[config.mk]
export PLATFORM = sky130hd
export DESIGN_NAME = mem_arbiter
export DESIGN_NICKNAME = d
export VERILOG_FILES = /design/src/rtl/mem_arbiter_pkg.sv /design/src/rtl/rr_arbiter2.sv /design/src/rtl/mem_arbiter.sv
export SDC_FILE = /design/constraint.sdc
export NUM_CORES = 1
export LEC_CHECK = 0
export ABC_AREA = 1
export CAP_MARGIN = 0
export CELL_PAD_IN_SITES_DETAIL_PLACEMENT = 1
export CELL_PAD_IN_SITES_GLOBAL_PLACEMENT = 1
export CORE_AREA = 10 10 336 338
export DETAILED_ROUTE_END_ITERATION = 8
export DIE_AREA = 0 0 346 348
export PLACE_DENSITY_LB_ADDON = 0.1
export RECOVER_POWER = 25
export SLEW_MARGIN = 20
export SYNTH_ARGS = -nofsm -noshare
export SYNTH_HDL_FRONTEND = slang
export SYNTH_HIERARCHICAL = 1
export SYNTH_SLANG_ARGS = --single-unit
[constraint.sdc]
create_clock -name clk -period 1.7 [get_ports clk]
set_input_delay 0.51 -clock clk [delete_from_list [all_inputs] [get_ports clk]]
set_output_delay 0.51 -clock clk [all_outputs]
set_load 0.03 [all_outputs]
[src/rtl/mem_arbiter_pkg.sv]
// mem_arbiter_pkg: shared state, opcode and requester encodings for the memory arbiter
package mem_arbiter_pkg;
    typedef enum logic [1:0] {IDLE, WAIT, RELEASE, DONE} state_e;
    typedef enum logic [1:0] {REQ_NONE, REQ_IC, REQ_DC} req_e;
    localparam logic OP_READ  = 1'b0;
    localparam logic OP_WRITE = 1'b1;
endpackage

[src/rtl/rr_arbiter2.sv]
// rr_arbiter2: two-input round-robin pick; on a tie the side not granted last wins
module rr_arbiter2 (
    input  logic [1:0] req,
    input  logic       last_grant,
    output logic [1:0] grant
);
    always_comb grant = (req == 2'b11) ? (last_grant ? 2'b01 : 2'b10) : req;
endmodule

[src/rtl/mem_arbiter.sv]
// mem_arbiter: shares one line-wide memory port between icache and dcache, round-robin
module mem_arbiter
    import mem_arbiter_pkg::*;
#(
    parameter int ADDRESS_WIDTH = 32,
    parameter int LINE_SIZE     = 128
) (
    input  logic                     clk,
    input  logic                     reset,
    input  logic                     ic_enable,
    input  logic                     ic_op,
    input  logic [ADDRESS_WIDTH-1:0] ic_address,
    input  logic [LINE_SIZE-1:0]     ic_data_in,
    output logic [LINE_SIZE-1:0]     ic_data_out,
    output logic                     ic_data_ready,
    output logic                     ic_in_use,
    input  logic                     dc_enable,
    input  logic                     dc_op,
    input  logic [ADDRESS_WIDTH-1:0] dc_address,
    input  logic [LINE_SIZE-1:0]     dc_data_in,
    output logic [LINE_SIZE-1:0]     dc_data_out,
    output logic                     dc_data_ready,
    output logic                     dc_in_use,
    output logic                     mem_enable,
    output logic                     mem_op,
    output logic [ADDRESS_WIDTH-1:0] mem_address,
    output logic [LINE_SIZE-1:0]     mem_data_in,
    output logic                     mem_op_done,
    input  logic                     mem_data_ready,
    input  logic [LINE_SIZE-1:0]     mem_data_out
);
    state_e                   state_q, state_d;
    req_e                     owner_q, owner_d;
    logic                     last_q, last_d;
    logic                     mem_enable_q, mem_enable_d;
    logic                     mem_op_q, mem_op_d;
    logic [ADDRESS_WIDTH-1:0] mem_address_q, mem_address_d;
    logic [LINE_SIZE-1:0]     mem_data_in_q, mem_data_in_d;
    logic                     mem_op_done_q, mem_op_done_d;
    logic [LINE_SIZE-1:0]     ic_data_out_q, ic_data_out_d, dc_data_out_q, dc_data_out_d;
    logic                     ic_data_ready_q, ic_data_ready_d, dc_data_ready_q, dc_data_ready_d;
    logic [1:0]               grant;
    logic                     owner_en;

    // last_q: 0 = icache granted last, 1 = dcache granted last
    rr_arbiter2 u_rr (
        .req        ({dc_enable, ic_enable}),
        .last_grant (last_q),
        .grant      (grant)
    );

    assign owner_en = (owner_q == REQ_IC) ? ic_enable : dc_enable;

    always_comb begin
        state_d         = state_q;
        owner_d         = owner_q;
        last_d          = last_q;
        mem_enable_d    = mem_enable_q;
        mem_op_d        = mem_op_q;
        mem_address_d   = mem_address_q;
        mem_data_in_d   = mem_data_in_q;
        mem_op_done_d   = mem_op_done_q;
        ic_data_out_d   = ic_data_out_q;
        dc_data_out_d   = dc_data_out_q;
        ic_data_ready_d = ic_data_ready_q;
        dc_data_ready_d = dc_data_ready_q;
        case (state_q)
            IDLE: if (|grant) begin
                owner_d       = grant[0] ? REQ_IC : REQ_DC;
                mem_enable_d  = 1'b1;
                mem_op_d      = grant[0] ? ic_op : dc_op;
                mem_address_d = grant[0] ? ic_address : dc_address;
                mem_data_in_d = grant[0] ? ic_data_in : dc_data_in;
                state_d       = WAIT;
            end
            WAIT: if (mem_data_ready) begin
                ic_data_out_d   = (owner_q == REQ_IC && mem_op_q == OP_READ) ? mem_data_out : ic_data_out_q;
                dc_data_out_d   = (owner_q == REQ_DC && mem_op_q == OP_READ) ? mem_data_out : dc_data_out_q;
                ic_data_ready_d = (owner_q == REQ_IC);
                dc_data_ready_d = (owner_q == REQ_DC);
                mem_enable_d    = 1'b0;
                state_d         = RELEASE;
            end
            RELEASE: if (!owner_en) begin
                ic_data_ready_d = 1'b0;
                dc_data_ready_d = 1'b0;
                mem_op_done_d   = 1'b1;
                last_d          = (owner_q == REQ_DC);
                state_d         = DONE;
            end
            default: begin
                mem_op_done_d = 1'b0;
                owner_d       = REQ_NONE;
                state_d       = IDLE;
            end
        endcase
    end

    always_ff @(posedge clk) begin
        if (reset) begin
            state_q         <= IDLE;
            owner_q         <= REQ_NONE;
            last_q          <= 1'b0;
            mem_enable_q    <= 1'b0;
            mem_op_q        <= 1'b0;
            mem_address_q   <= '0;
            mem_data_in_q   <= '0;
            mem_op_done_q   <= 1'b0;
            ic_data_out_q   <= '0;
            dc_data_out_q   <= '0;
            ic_data_ready_q <= 1'b0;
            dc_data_ready_q <= 1'b0;
        end else begin
            state_q         <= state_d;
            owner_q         <= owner_d;
            last_q          <= last_d;
            mem_enable_q    <= mem_enable_d;
            mem_op_q        <= mem_op_d;
            mem_address_q   <= mem_address_d;
            mem_data_in_q   <= mem_data_in_d;
            mem_op_done_q   <= mem_op_done_d;
            ic_data_out_q   <= ic_data_out_d;
            dc_data_out_q   <= dc_data_out_d;
            ic_data_ready_q <= ic_data_ready_d;
            dc_data_ready_q <= dc_data_ready_d;
        end
    end

    assign ic_in_use     = (owner_q == REQ_DC) && (state_q != IDLE);
    assign dc_in_use     = (owner_q == REQ_IC) && (state_q != IDLE);
    assign mem_enable    = mem_enable_q;
    assign mem_op        = mem_op_q;
    assign mem_address   = mem_address_q;
    assign mem_data_in   = mem_data_in_q;
    assign mem_op_done   = mem_op_done_q;
    assign ic_data_out   = ic_data_out_q;
    assign dc_data_out   = dc_data_out_q;
    assign ic_data_ready = ic_data_ready_q;
    assign dc_data_ready = dc_data_ready_q;
endmodule

After elaboration in Yosys (flattened, before gate mapping)
Cells that the tools add are included.

Input port bits: 455. Logic and storage cells: 67. Register bits after elaboration: 426. Output and inout port bits: 423.

Bitwise logic cells: 4. Eq/ne operators: 8. Muxes and demuxes: 23. Reductions and logical operators: 20.

Operators with widths (number): two-way mux 128 bit (1); two-way mux 32 bit (1); AND reduction 3 bit (5); two-way mux 2 bit (7); two-way mux 1 bit (8); case mux 1 bit (2 select lines) (4); AND reduction 2 bit (4); equality test 2 bit (second input constant) (3); != test 2 bit (second input constant) (3); case mux 2 bit (3 select lines) (1); nonzero test 2 bit (3); OR reduction 2 bit (3); equality test 2 x 1 -> 1 bit (second input constant) (2); logical AND 1 bit (4); NOT 1 bit (4); case mux 2 bit (2 select lines) (1); logical NOT 2 bit (1).

Logic depth before layout (Yosys ltp)
Gate-level depths: netlist of run 1.

Depth after elaboration: 5. Depth in mapped cells: 12. Depth with buffers taken out: 11.

Hierarchy
Netlist of run 1, hierarchy kept.

By module, submodules not included: mem_arbiter (seq. area each 8528.2 sq um, cells an instance 2086, instances 1, area each 16688.5 sq um); rr_arbiter2 (seq. area each 0.0 sq um, cells an instance 5, instances 1, area each 21.3 sq um).

Least setup slack after synthesis of run 1
Ideal clock, no wire load.

Path kind: flip-flop to output port. From: register state_q[0]. To: output dc_in_use. Required time: 1.190 ns. Buffers on the path: 0. Cell stages (with the launch flop): 4. Arrival time: 1.105 ns. Setup slack: 0.085 ns. Cell sequence: dfxtp_1 > inv_1 > ha_1 > nor2_1.

Longest elaborated chain between the ends: 2.

Ends and longest elaborated chain: from (decl) (line mem_arbiter.sv:32) `state_e state_q, state_d;`; from (signal assigned) (line mem_arbiter.sv:114) `state_q <= state_d;`; nonzero test 2 bit (line mem_arbiter.sv:130) `assign dc_in_use = (owner_q == REQ_IC) && (state_q != IDLE);`; logical AND 1 bit (line mem_arbiter.sv:130); to (decl) (line mem_arbiter.sv:23) `output logic dc_in_use,`.

Every way passes these cells.

Final worst setup path of run 1
From: register state_q[1]. To: output dc_in_use.

The elaborated chain is that of the path after synthesis.

==> flow_summary.ini, run 1 <==
[status]
status = complete, but fails checks
violations = negative setup slack

[floorplan]
die_area_sq_um = 120400
std_cell_rows = 120
die_h_um = 348
io_pins = 878
start_util = 0.1572
core_sq_um = 106300
die_w_um = 346

[clock_tree]
clock_sinks = 426
cts_tree = built
clock_latency_ns = 0.64
hold_buffers = 0
clk_pin_slew_ns = 0.06
cts-root-buf = clkbuf_16
cts_max_path_buffers = 3
htree_levels = 2
cts_buffers = 56

[power]
p_leak_nw = 15.52
p_per_area_nw_per_um2 = 1240
cell_internal_pwr_w = 0.02740
power_switching_w = 0.01532
swShare = 0.3586
power_frac_seq = 0.313
p_clk_frac = 0.292
vdd_drop_max_mv = 0.6846
combPwrFrac = 0.395

[timing]
slew_viol_final = 0
setup_tns_ns = -23.12
min_period_ns = 2.088
period_share = 1.228
rsz0062_at_grt = true
max_freq_ghz = 0.4788
finalHoldViolCount = 0
setup-violations-final = 320
fin_worst_skew_ns = 0.01344
tightestPinTransition_ns = 0.3454
worst_slack_ns = -0.3884
max_slew_margin = 0.7698

[placed_design]
place_area_sq_um = 28880
portBuffers = 877
place_congestion = 0.7898
hpwl_um = 77950

[finish]
stdcell_area_sq_um = 34430
final_common_cell = clkdlybuf4s50_1
final_core_util = 0.3239
area_growth_pct = 106.1
layout.nets = 3539
final_cell_mix = 454 x clkdlybuf4s50_1, 405 x nor2_1, 340 x nand2_1, 240 x buf_6, 223 x dfxtp_2
drive_gt1_frac = 0.3561

[synthesis]
synth.area.mux_share = 0
synth_top_area_frac = 0.5104
synth-simple-area-share = 0.2476
synth_compound_area_frac = 0.1779
syn_inst = 2091
synth_nets = 2550
synthAdderAreaFrac = 0.002995
ys_seq_area_frac = 0.5104
yosys_warnings = 6
yosys.area.top_type = dfxtp_1
synth_cell_types = 21
syn_avg_cell_area_sq_um = 7.991
synth_top_family_by_area = simple AND/OR/NAND/NOR gates
synth_xor_area_frac = 0
syn_area_sq_um = 16710
netlist_top_cells_area = dfxtp_1 51%, nor2_1 12%, o211a_1 9.7%
yosys_register_bits = 426

[worst_setup_path]
start_kind = register
critPathArrivalTime_ns = 1.58
worstSetupPathType = reg2out
crit_fanout = 3
critical_path_required_ns = 1.19
setup.worst_path.end_class = output port

[global_route]
antenna_found_initial = 23
gr-usage-all-layers = 0.1653
grt_pass1_wl_um = 148500
grt_start_max_net_pins = 77
gr-total-overflow = 0
first_global_vias = 19870

[routing]
vias_per_cell = 4.169
drtIter0Drc = 817
ant_nets = 0
dr.pass1.iters = 4
routedWlPerCell_um = 24.91
vias = 18930
totalWireLength_um = 113100
drc = 0

[run]
timing.max_cap.violations = 0

[worst_hold_path]
hp-class = in2reg
## Yosys cell counts
cell,count
a21oi_1,8
buf_1,3
buf_2,69
buf_4,29
buf_6,15
clkbuf_1,55
clkbuf_4,1
dfxtp_1,426
ha_1,4
inv_1,11
inv_2,6
nand2_1,343
nand3_1,168
nand4_1,1
nor2_1,526
nor2_2,1
nor2_4,2
o211a_1,162
o21ai_0,152
o21ai_1,107
o21bai_1,2
## final timing paths
check	from	end	slack (ns)	cells after the start
max	state_q[1]	dc_in_use	-0.39	5
min	mem_data_out[97]	ic_data_out[97]	0.47	3
min reg2reg	mem_data_in[90]	mem_data_in[90]	0.49	1
max reg2reg	state_q[1]	dc_data_out[69]	-0.17	13
## state kept, by name (all words and copies together) (netlist names)
| signal | count |
|---|---|
| dc_data_out | 128 |
| dc_data_ready | 1 |
| ic_data_out | 128 |
| ic_data_ready | 1 |
| last_q | 1 |
| mem_address | 32 |
| mem_data_in | 128 |
| mem_enable | 1 |
| mem_op | 1 |
| mem_op_done | 1 |
| owner_q | 2 |
| state_q | 2 |
## worst max-delay path: stages (launching register included)
cell and delay (ns):
dfxtp_2 0.35, inv_4 0.05, ha_4 0.16, buf_6 0.12, nor2_4 0.12, buf_12 0.14
## routing by layer
metal,share of wire,global-route usage
met2,0.51,0.2941
met5,0.0019,0
met1,0.38,0.1782
met4,0.024,0.04434
met3,0.085,0.07038
## power by group through the flow
stage | Combinational [W] | Clock, W | Sequential (W)
CTS | 0.0160 | 0.0130 | 0.0134
floorplan | 0.00365 | 0 | 0.0161
finish | 0.0169 | 0.0125 | 0.0134
detailed placement | 0.0154 | 0 | 0.0132
global route | 0.0178 | 0.0134 | 0.0136
global placement | 0.0153 | 0 | 0.0131
## area by class of cell
cell class / count / area (sq um)
timing repair buffer: 1095 / 13820
fill: 12020 / 71870
antenna: 8 / 20.02
timing repair inverter: 8 / 117.6
clock inverter: 25 / 247.7
sequential: 426 / 8818
clock buffer: 81 / 1668
multi-input combinational: 1476 / 7833
inverter: 17 / 157.7
tap: 1403 / 1755
## what timing repair did
item                       in CTS  in global routing
gates resized for setup      2054                291
setup endpoints to repair     830                598
cloned                         17                 50
pin swaps                       6                 42
setup buffers                   9                 41
## stage by stage
step                hold WS, ns  power (W)  cells  worst slack [ns]
floorplan                0.4461    0.01975   2091           0.08542
global placement         0.4757    0.02843   4312           -0.8884
detailed placement       0.4846    0.02859   4312           -0.8780
CTS                      0.4076    0.04238   4443           -0.4910
global route             0.4546    0.04480   4533           -0.4815
finish                   0.4720    0.04271   4539           -0.3884
## cell families (layout without fill, tap and decap cells)
family	Yosys count	count (layout)
AO/OA/AOI/OAI	431	431
flip-flops	426	426
other	0	8
buffers and inverters	189	1226
AND/OR/NAND/NOR	1041	1041
adder cells (fa/ha/maj)	4	4
Power figures use the tool's default switching activity.
==> inputs of run 2 (changes only) <==
CORE_AREA = 2 2 338 340   (was 10 10 336 338)
DIE_AREA = 0 0 340 342   (was 0 0 346 348)
==> run 2 against run 1 <==
Against the previous run: routed wire length is 8.3% lower; highest routed layer unchanged; maximum frequency is 1.5% lower; register-to-register slack worse by 0.14 ns; cell count is 1.5% higher; the run still ends with negative setup slack left; global-route usage is 0.13 points lower; critical endpoint unchanged; worst setup slack worse by 0.031 ns; non-clock buffer count is 34 lower; power is 2.9% lower; clock-buffer cell count is 3 higher; combinational power is 5% lower.
==> flow_summary.ini, run 2 (synthesis gave the netlist of run 1 again) <==
[global_route]
first_global_vias = 19820
gr-usage-all-layers = 0.1639
grt_pass1_wl_um = 141900
antenna_found_initial = 28
grt_start_max_net_pins = 70
gr-total-overflow = 0

[worst_setup_path]
crit_fanout = 3
setup.worst_path.end_class = output port
critPathTopFamily = flip-flops
crit_buf_inv = 3
worstPathCellList = inv_2 -> ha_4 -> buf_4 -> nor2_4 -> buf_12
worstSetupPathType = reg2out
slowest_delay_ns = 0.34
critPathArrivalTime_ns = 1.61
critical_path_required_ns = 1.19
start_kind = register
slowest_stage = dfxtp_2

[floorplan]
core_sq_um = 113100
io_pins = 878
die_area_sq_um = 116300
die_h_um = 342
die_w_um = 340
start_util = 0.1477
std_cell_rows = 124

[power]
power_w = 0.04148
power_frac_seq = 0.324
p_per_area_nw_per_um2 = 1240
p_leak_nw = 15.13
combPwrFrac = 0.385
p_clk_frac = 0.291
power_switching_w = 0.01482
cell_internal_pwr_w = 0.02667
swShare = 0.3572
vdd_drop_max_mv = 0.7497

[run]
timing.max_cap.violations = 0

[routing]
routedWlPerCell_um = 22.50
drc = 0
vias_per_cell = 4.057
ant_nets = 0
vias = 18680
dr.pass1.iters = 6
totalWireLength_um = 103600
drtIter0Drc = 726

[finish]
regArea_sq_um = 8864
multi_input_area_sq_um = 7591
drive_gt1_frac = 0.3553
final_common_cell = clkdlybuf4s50_1
nFillCells = 12860
layout.nets = 3501
area_growth_pct = 100.1
final_core_util = 0.2957
final_cell_mix = 454 x clkdlybuf4s50_1, 438 x nor2_1, 339 x nand2_1, 277 x buf_6, 265 x dfxtp_2

[clock_tree]
clock_sinks = 426
clk_pin_slew_ns = 0.06
htree_levels = 2
cts_max_path_buffers = 3
cts-root-buf = clkbuf_16
cts_tree = built
cts_buffers = 57
clock_latency_ns = 0.65
hold_buffers = 0

[placed_design]
portBuffers = 877
place_congestion = 0.8101
dp_slack_ns = -0.7961
hpwl_um = 72360

[timing]
max_freq_ghz = 0.4718
setup-violations-final = 305
fin_hold_ws_ns = 0.4712
tightestPinTransition_ns = 0.4172
max_slew_margin = 0.7219
worst_slack_ns = -0.4195
setup_tns_ns = -48.01
period_share = 1.247
rsz0062_at_grt = true
finalHoldViolCount = 0
min_period_ns = 2.120
fin_worst_skew_ns = 0.01456
slew_viol_final = 0

[worst_hold_path]
hp-class = in2reg

[status]
violations = negative setup slack
status = complete, but fails checks
[run 2: changes by cell type in the layout (fill, tap and decap cells not counted), sizes merged]
cell / delta
buf: -19
bufbuf: +1
bufinv: -3
clkbuf: -13
clkinv: -10
clkinvlp: -2
diode: +3
[run 2: routing by layer]
layer  part of all wire  wire (um)  up-vias  GRT usage
met5             0.0017        171        -          0
met1               0.39      40310     9011     0.1785
li1                   -          -     8902          -
met4              0.025       2636       26    0.04581
met3              0.086       8876      146    0.06763
met2               0.50      51630      597     0.2908
[run 2: worst register-to-register path, stage by stage (launching register included)]
cell and delay, ns:
dfxtp_2 0.34, inv_2 0.05, buf_4 0.13, buf_6 0.11
ha_4 0.16, nand2_4 0.06, nor2_4 0.04, inv_4 0.07
nor2_4 0.04, buf_12 0.15, buf_16 0.18, buf_12 0.16
buf_12 0.13, buf_16 0.14, o21ai_2 0.11, nor2_1 0.05
[run 2: worst paths after layout]
check,from,end,slack (ns),cells past startpoint
setup / recovery,state_q[1],dc_in_use,-0.42,5
hold / removal,mem_data_out[23],dc_data_out[23],0.47,3
setup reg to reg,state_q[1],ic_data_out[121],-0.31,15
hold reg to reg,mem_data_in[61],mem_data_in[61],0.50,1
[run 2: power groups by stage]
stage / registers [W] / logic [W] / clock network, W
finish: 0.0135 / 0.0160 / 0.0121
global route: 0.0137 / 0.0169 / 0.0130
CTS: 0.0134 / 0.0158 / 0.0126
detailed placement: 0.0132 / 0.0152 / 0
global placement: 0.0131 / 0.0151 / 0
floorplan: 0.0161 / 0.00365 / 0
[run 2: metrics by stage]
step	std cells	instance area [sq um]
finish	4605	33440
global route	4601	33430
CTS	4559	32260
detailed placement	4428	28870
global placement	4428	28870
floorplan	2091	16710
[run 2: area by class of cell]
class / count / area share
timing repair buffer: 1061 / 0.3911
sequential: 426 / 0.2650
multi-input combinational: 1476 / 0.2270
tap: 1512 / 0.05657
clock buffer: 84 / 0.04987
clock inverter: 15 / 0.004490
inverter: 17 / 0.003779
timing repair inverter: 3 / 0.001309
antenna: 11 / 0.0008231
[run 2: repair_timing]
action	4_1_cts	5_1_grt
pin swaps	5	13
setup endpoints to repair	819	594
gates cloned	18	28
resized for setup	2267	211
buffers inserted	16	8
